### src/rtl/if_stage.sv
// Instruction-fetch stage: owns the fetch PC, drives the instruction-memory
// address and captures fetched words into the IF/ID pipeline register.
module if_stage #(
  parameter int unsigned          PC_W     = 32,
  parameter logic [PC_W-1:0]      RESET_PC = '0
) (
  input  logic            clk_i,
  input  logic            rst_i,
  input  logic            stall_i,
  input  logic            redirect_i,
  input  logic [PC_W-1:0] redirect_pc_i,
  output logic [PC_W-1:0] imem_addr_o,
  input  logic [31:0]     imem_data_i,
  output logic [PC_W-1:0] pc_o,
  output logic [31:0]     instr_o,
  output logic [PC_W-1:0] pc_plus4_o,
  output logic            valid_o,
  output logic            misalign_o
);

  typedef enum logic [1:0] {
    ACT_ADVANCE,
    ACT_STALL,
    ACT_REDIRECT
  } fetch_act_e;

  logic [PC_W-1:0] pc_q;
  logic [PC_W-1:0] pc_inc;
  logic [PC_W-1:0] redirect_target;
  fetch_act_e      act;

  // Wraps modulo 2^PC_W by construction; no overflow flag is wanted.
  assign pc_inc          = pc_q + PC_W'(4);
  assign redirect_target = {redirect_pc_i[PC_W-1:2], 2'b00};

  // Redirect wins over stall; reset is handled ahead of this in the register.
  always_comb begin
    act = ACT_ADVANCE;
    if (redirect_i)   act = ACT_REDIRECT;
    else if (stall_i) act = ACT_STALL;
  end

  // NOTE: sequential state uses non-blocking assignments so every register
  // samples the pre-edge values of its neighbours, independent of statement order.
  always_ff @(posedge clk_i) begin
    if (rst_i) begin
      pc_q       <= RESET_PC;
      instr_o    <= 32'h0000_0000;
      pc_plus4_o <= '0;
      valid_o    <= 1'b0;
      misalign_o <= 1'b0;
    end else begin
      unique case (act)
        ACT_REDIRECT: begin
          pc_q       <= redirect_target;
          instr_o    <= 32'h0000_0000;
          pc_plus4_o <= '0;
          valid_o    <= 1'b0;
          if (redirect_pc_i[1:0] != 2'b00) misalign_o <= 1'b1;
        end
        ACT_STALL: ;
        default: begin
          pc_q       <= pc_inc;
          instr_o    <= imem_data_i;
          pc_plus4_o <= pc_inc;
          valid_o    <= 1'b1;
        end
      endcase
    end
  end

  assign pc_o        = pc_q;
  assign imem_addr_o = pc_q;

endmodule

### config.mk
export PLATFORM = sky130hd
export DESIGN_NAME = if_stage
export DESIGN_NICKNAME = d
export VERILOG_FILES = /design/src/rtl/if_stage.sv
export SDC_FILE = /design/constraint.sdc
export NUM_CORES = 1
export LEC_CHECK = 0
export CAP_MARGIN = 20
export CORE_AREA = 4 4 83 163
export CTS_BUF_LIST = sky130_fd_sc_hd__clkbuf_8
export DETAILED_ROUTE_END_ITERATION = 12
export DIE_AREA = 0 0 87 167
export HOLD_SLACK_MARGIN = 0.05
export PLACE_DENSITY = 0.83
export SYNTH_ARGS = -nofsm -noshare
export SYNTH_HDL_FRONTEND = slang
export SYNTH_SLANG_ARGS = --single-unit
export TNS_END_PERCENT = 1
### constraint.sdc
create_clock -name clk_i -period 5.1 [get_ports clk_i]
set_input_delay 1.02 -clock clk_i [delete_from_list [all_inputs] [get_ports clk_i]]
set_output_delay 1.02 -clock clk_i [all_outputs]
set_load 0.005 [all_outputs]
### Word-level counts from Yosys, hierarchy flattened

Index checks and enable logic that the tools add are counted.

* flip-flop bits (word level): 98
* output and inout bits: 130
* logic and storage cells: 16

* add/sub/neg operators: 1
* eq/ne operators: 2
* mux-type cells: 6
* reduce and logical (&&, ||, !) cells: 2

Operators with widths (number)
* 32-bit case mux with 2 select lines: 3
* 32-bit by 3-bit adder with 32-bit output, second input constant: 1
* 2-bit by 1-bit equality test with 1-bit output, second input constant: 1
* 2-bit equality test, second input constant: 1
* 2-bit two-way mux: 1
* 1-bit case mux with 2 select lines: 1
* 2-bit AND reduction: 1
* 2-bit nonzero test: 1
* 1-bit two-way mux: 1

### Logic depth before layout (Yosys ltp)

Gate-level depths: netlist (run 1).

* depth in word-level cells: 4
* depth in mapped cells: 6
* depth with buffers taken out: 5

### Worst setup path after synthesis (run 1)

No wires, ideal clock.

* kind: input to register
* start point: in stall_i
* end point: reg instr_o[0]
* library setup time: 0.128 ns
* data arrival time: 2.280 ns
* required time: 4.972 ns
* path slack: 2.693 ns
* stages: 5
* cells stage by stage: clkbuf_1 > clkbuf_1 > clkbuf_1 > mux2i_1 > nor2_1

* longest elaborated chain between the ends: 4
* elaborated cells between the ends (all ways): 5

RTL lines
* start: declaration: RTL line 9 `input logic stall_i,`
* 1-bit two-way mux (*): RTL line 40 `else if (stall_i) act = ACT_STALL;`
* 2-bit two-way mux (*): RTL line 39 `if (redirect_i) act = ACT_REDIRECT;`
* 2-bit by 1-bit equality test with 1-bit output / 2-bit equality test (equally long branches): RTL line 53 `unique case (act)`
* 32-bit case mux with 2 select lines: RTL line 53
* end signal: assignment: RTL line 64 `instr_o <= imem_data_i;`
* end: declaration: RTL line 15 `output logic [31:0] instr_o,`

Mark *: on every way between the ends. The rest lies on a longest branch, timed or not.
A chain may end at the register's enable or synchronous reset.

### Final worst setup path (run 1)

* start point: reg pc_q[2], in the netlist imem_addr_o[2]
* end point: reg pc_q[20], in the netlist imem_addr_o[20]

* longest elaborated chain between the ends: 2

RTL lines
* start: declaration: RTL line 27 `logic [PC_W-1:0] pc_q;`
* start signal: assignment: RTL line 55 `pc_q <= redirect_target;`
* start signal: assignment: RTL line 63 `pc_q <= pc_inc;`
* 32-bit by 3-bit adder with 32-bit output: RTL line 33 `assign pc_inc = pc_q + PC_W'(4);`
* 32-bit case mux with 2 select lines: RTL line 53

No other way between the ends.

==> results.toml, run 1 <==
[synth]
synth_compound_area_frac = 0.1673
synth-edff-count = 0
synth.avg_cell_area_um2 = 8.466
synth_warnings = 0
synthMuxAreaShare = 0.06649
synth_top_family_by_area = "simple AND/OR/NAND/NOR gates"
syn_area_mm2 = 0.004817
synthSimpleGateAreaFrac = 0.2190
synth.top_cell.area_share = 0.3948
synthXorXnorAreaFrac = 0.04182
synth_seq_cells = 95
postSynthCellCount = 569
ys.flop_type = "dfxtp_1"
seq_area_frac_synth = 0.3948
yosysTopAreaCell = "dfxtp_1"
async_flop_share = 0
synth_fa_ha_area_frac = 0.002597
synth_cell_types = 53
synth_area_leaders = "dfxtp_1 39%, mux2i_1 6.6%, buf_4 6.1%"

[timing]
period_needed_ps = 2730
fin_crit_sh = 0.5352
fmax_mhz = 366.4
slew-limit-headroom = 0.2566
maxSlewViolCount = 0
rsz0062_at_grt = "no"
hold_viol_final = 0
tns_ps = 0
setup_viol = 0
setup_ws_ps = 2371
fin_skew_ps = 11.69
tightest_slew_ps = 1105

[final_layout]
drive_gt1_frac = 0.04403
fin_nets = 768
seq_area_mm2 = 0.001902
multiInputGateArea_mm2 = 0.002410
stdcell_count = 851
num_antenna_cells = 0
n_fill_cell = 1097
syn_to_final_growth_pct = 39.19

[place]
hpwl_um = 12250
place_inst = 835
dpl_worst_slack_ps = 2082
numPortBuffers = 193
routabilityCongestion = 0.9162

[power_and_ir_drop]
p_per_area_mw_per_mm2 = 239.6
p_leak_nw = 2.330
comb_power_share = 0.176
switching_share = 0.2907
p_sw_w = 0.0004671
vdd_drop_max_mv = 0.1816
seqPwrFrac = 0.516
pwr-share-clk = 0.308
internal_power_w = 0.001140

[worst_setup_path]
worst_path_dominant_cell_family = "simple AND/OR/NAND/NOR gates"
crit_chain = "ha_1 > nand4_2 > nor4_1 > a211oi_1 > a2111oi_0"
critPathKind = "register to register"
critical_path.max_fanout = 10
slowest_delay_ps = 980
r2r_start = "imem_addr_o[2]"
critical_path_buf_inv_count = 0
cp_data_required_time_ps = 5360
worstSetupStartpointType = "register"
startpoint = "imem_addr_o[2]"
end_kind = "register"
cp_slowest_cell = "nor4_1"
cp.arrival_ps = 2990

[worst_hold_path]
holdCritStartpoint = "misalign_o"
hp-class = "register to register"

[drt]
postRouteAntennaNets = 0
routed_wl_um = 16140
drt_iter0_drc = 311
wl_per_cell_um = 18.97
drt-pass1-iter-count = 5
drc = 0
viasPerCell = 5.673
vias = 4828

[floorplan]
rows = 57
coreArea_mm2 = 0.01220
chipWidth_um = 87
chipHeight_um = 167
dieArea_mm2 = 0.01453
pin_count = 198
start_util = 0.3950

[clock_network]
cts_tree = "built"
cts.sinks = 95
clkTransAtPathRegs_ps = 100
cts_setup_buffers = 0
root_buffer = "clkbuf_8"
cts_hold_buf = 0
insertion_delay_ps = 380
cts_made_buffers = 9
h-tree-depth = 3
cts.repair.resized = 0
cts.path.max_buffers = 2

[outcome]
status = "finished, final reports clean"

[global_route]
grt_pass1_wl_um = 25270
grt_usage = 0.2213
grt_max_degree = 55
grt_pass1_vias = 4927
overflow = 0
antenna_found_initial = 0

[run]
drv_cap = 0
-- metal layers --
metal	wire length (um)	global-route usage	share of wire	up-vias
met5	0	0	0	-
met3	1082	0.04103	0.067	54
li1	-	-	-	2287
met1	5489	0.2215	0.34	2247
met4	632	0.1045	0.039	0
met2	8939	0.4191	0.55	240
-- power groups by stage --
stage / Combinational (W) / Clock [W] / Sequential (W)
2_1_floorplan: 0.000144 / 0 / 0.000823
3_3_place_gp: 0.000278 / 0 / 0.000844
3_5_place_dp: 0.000284 / 0 / 0.000845
4_1_cts: 0.000285 / 0.000507 / 0.000829
5_1_grt: 0.000304 / 0.000537 / 0.000837
6_report: 0.000283 / 0.000495 / 0.000829
-- per-stage QoR --
stage                     hold slack, ps  power [W]  utilization  cell area (um2)
final                              454.7   0.001607       0.5498             6705
after global routing               491.4   0.001677       0.5498             6705
after CTS                          462.7   0.001621       0.5498             6705
after detailed placement           446.0   0.001129       0.5334             6505
after global placement             441.2   0.001122       0.5334             6505
after floorplan                    442.1  0.0009677            -             4828
-- cells in the mapped netlist, drive strengths merged, types with 5 or more instances --
master  number
nand4       14
nand3        9
mux2i       32
xnor2       20
a211oi      18
and4         7
dfxtp       95
nor3        16
o21ai       35
or3         14
and3         8
clkbuf      30
a21oi       21
and2         5
o31ai        7
a31oi       12
nand2       29
a311oi       7
nor2        69
buf         54
or4         10
inv          7
nor4        12
-- worst paths after layout --
kind | to | slack [ps] | cells past startpoint
setup / recovery | imem_addr_o[20] | 2370 | 5
hold / removal | misalign_o | 450 | 2
setup reg to reg | imem_addr_o[20] | 2370 | 5
hold reg to reg | misalign_o | 450 | 2
-- logic make-up (layout without fill, tap and decap cells) --
kind of cell	Yosys count	after routing
DFF	95	95
xor gates and xnor gates	23	23
AOI/OAI and AO/OA	123	123
adders and majority gates	1	1
buffers and inverters	92	224
and+or+nand+nor	202	202
muxes	32	32
other	1	4
-- final cells by class --
type	instances	share of cell area
flip-flops and latches	95	0.2836
repair buffers	200	0.2952
well taps	147	0.02743
inverters	8	0.004478
multi-input cells	385	0.3594
clock inverters	7	0.01138
clock buffers	9	0.01847
-- flip-flops by register name (all words and copies together), names as in the netlist --
signal and count:
imem_addr_o 30, instr_o 32, misalign_o 1, pc_plus4_o 31, valid_o 1
-- layout by cell type, fill, tap and decap left out, types with 8 or more instances in the layout --
cell and count:
nand2_1 29, a211oi_1 18, a21oi_1 21, or3_1 13
nor3_1 16, dfxtp_1 95, mux2i_1 32, clkbuf_8 9
nor2_1 69, and3_1 8, nor4_1 12, nand4_1 11
a31oi_1 12, clkdlybuf4s50_1 192, nand3_1 9, or4_1 10
o21ai_0 35, xnor2_1 20
-- worst min-delay path, delay by kind of cell (launching register included) --
family / cells / cell delay (ps)
AO/OA/AOI/OAI: 1 / 50
buffers and inverters: 1 / 40
flip-flops: 1 / 320
No activity file was read; power rests on OpenSTA's default activity.
==> inputs of run 2 (changes only) <==
==> constraint.sdc (replaced) <==
create_clock -name clk_i -period 2.7 [get_ports clk_i]
set_input_delay 0.54 -clock clk_i [delete_from_list [all_inputs] [get_ports clk_i]]
set_output_delay 0.54 -clock clk_i [all_outputs]
set_load 0.005 [all_outputs]
==> results.toml, run 2 (synthesis gave the netlist of run 1 again) <==
[global_route]
overflow = 0
grt_pass1_wl_um = 26280
grt_pass1_vias = 4951
grt_max_degree = 55
antenna_found_initial = 0
grt_usage = 0.2338

[power_and_ir_drop]
internal_power_w = 0.002327
p_per_area_mw_per_mm2 = 462.5
total_power_w = 0.003173
p_sw_w = 0.0008459
vdd_drop_max_mv = 0.4106
pwr-share-clk = 0.331
seqPwrFrac = 0.489
comb_power_share = 0.180
switching_share = 0.2666
p_leak_nw = 2.425

[final_layout]
final_cell_mix = "192 x clkdlybuf4s50_1, 95 x dfxtp_1, 69 x nor2_1, 35 x o21ai_0, 32 x mux2i_1"
fin_area_mm2 = 0.006860
fin_nets = 786
final_common_cell = "clkdlybuf4s50_1"
num_antenna_cells = 0
seq_area_mm2 = 0.001902
syn_to_final_growth_pct = 42.42
n_fill_cell = 1099
multiInputGateArea_mm2 = 0.002410
largest_reg_flops = 32
final_core_util = 0.5625
stdcell_count = 869
regMostFlops = "instr_o"
drive_gt1_frac = 0.06648

[worst_hold_path]
whs_path_depth = 2
hp-class = "register to register"
min_to = "pc_plus4_o[5]"
holdCritStartpoint = "pc_plus4_o[5]"

[worst_setup_path]
critPathKind = "register to register"
cp_data_required_time_ps = 2990
crit_top_cell = "or4_1"
worstSetupStartpointType = "register"
r2r_setup_slack_ps = 410
crit_chain = "nand4_1 > or4_1 > or4_1 > a31oi_1"
cp.arrival_ps = 2590
cp_slowest_cell = "or4_1"
worst_path_dominant_cell_family = "simple AND/OR/NAND/NOR gates"
critical_path.max_fanout = 9
worst_r2r_endpoint = "pc_plus4_o[24]"
r2r_start = "imem_addr_o[13]"
rr_worst_depth = 4
end_kind = "register"
slowest_delay_ps = 700
critical_path_buf_inv_count = 0

[timing]
slew-limit-headroom = 0.5410
rsz0062_at_grt = "no"
maxSlewViolCount = 0
fmax_mhz = 435.8
fin_crit_sh = 0.8499
setup_viol = 0
tns_ps = 0
hold_viol_final = 0
fin_skew_ps = 7.702
period_needed_ps = 2295
tightest_slew_ps = 682.3

[clock_network]
cts_tree = "built"
cts_made_buffers = 9
cts.path.max_buffers = 2
cts.repair.resized = 0
cts_hold_buf = 0
clkTransAtPathRegs_ps = 100
cts.sinks = 95
h-tree-depth = 3
root_buffer = "clkbuf_8"
cts_setup_buffers = 0
insertion_delay_ps = 370

[drt]
highest_layer = "met4"
drc = 0
wl_per_cell_um = 19.61
routed_wl_um = 17040
viasPerCell = 5.619
postRouteAntennaNets = 0
drt_iter0_drc = 391
wl_met2_um = 9186
wl_met3_um = 1052
wl_met1_um = 5650
vias = 4883
drt-pass1-iter-count = 5

[floorplan]
rows = 57
coreArea_mm2 = 0.01220
dieArea_mm2 = 0.01453
chipWidth_um = 87
chipHeight_um = 167
pin_count = 198
start_util = 0.3950

[run]
drv_cap = 0

[place]
routabilityCongestion = 0.9935
place_inst = 853
numPortBuffers = 193
hpwl_um = 13300
dpl_cell_area_mm2 = 0.006640

[outcome]
status = "finished, final reports clean"
run 2: changes by cell type in the layout (fill, tap and decap cells not counted):
| cell | before | now |
|---|---|---|
| inv_1 | 7 | 8 |
| buf_4 | 7 | 25 |
| bufinv_16 | 0 | 2 |
| clkinvlp_4 | 0 | 2 |
| inv_6 | 3 | 2 |
| clkinv_4 | 2 | 0 |
| clkinv_8 | 2 | 0 |
run 2: worst reg2reg max path: stages, from the launching register on:
cell and delay, ps:
dfxtp_1 540, nand4_1 250, or4_1 700, or4_1 550
a31oi_1 180
run 2: area by class of cell:
| type | count | area share |
|---|---|---|
| Inverter | 8 | 0.004377 |
| Clock buffer | 9 | 0.01806 |
| Tap cell | 147 | 0.02681 |
| Timing Repair Buffer | 218 | 0.3082 |
| Clock inverter | 7 | 0.01404 |
| Sequential cell | 95 | 0.2772 |
| Multi-Input combinational cell | 385 | 0.3513 |
run 2: how the worst max path moves through the flow:
stage               startpoint         endpoint  slack (ps)  cells past startpoint
6_report       imem_addr_o[13]   pc_plus4_o[24]         410                      4
4_1_cts         imem_addr_o[2]  imem_addr_o[30]         410                      5
5_1_grt         imem_addr_o[2]  imem_addr_o[24]         290                      6
3_5_place_dp    imem_addr_o[2]  imem_addr_o[30]         430                      5
3_3_place_gp   imem_addr_o[13]   pc_plus4_o[30]         520                      4
2_1_floorplan   imem_addr_o[2]  imem_addr_o[30]         480                      6
run 2: power by group through the flow:
stage               registers (W)  logic (W)  clock network, W
finish                    0.00155   0.000573           0.00105
detailed placement        0.00158   0.000575                 0
CTS                       0.00155   0.000578           0.00106
global placement          0.00158   0.000567                 0
global route              0.00156   0.000618           0.00111
floorplan                 0.00156   0.000273                 0
run 2: per-stage QoR:
step                      hold WS (ps)  setup WS, ps
after floorplan                  442.1         480.4
after global placement           435.9         524.8
after detailed placement         445.3         431.8
after CTS                        459.1         414.5
after global routing             491.7         294.9
final                            459.4         405.1
run 2: metal layers:
layer  vias to the layer above  GRT usage
met2                       213     0.4194
met3                        63    0.04993
met1                      2287     0.2266
met4                         0     0.1655
met5                         -          0
li1                       2320          -
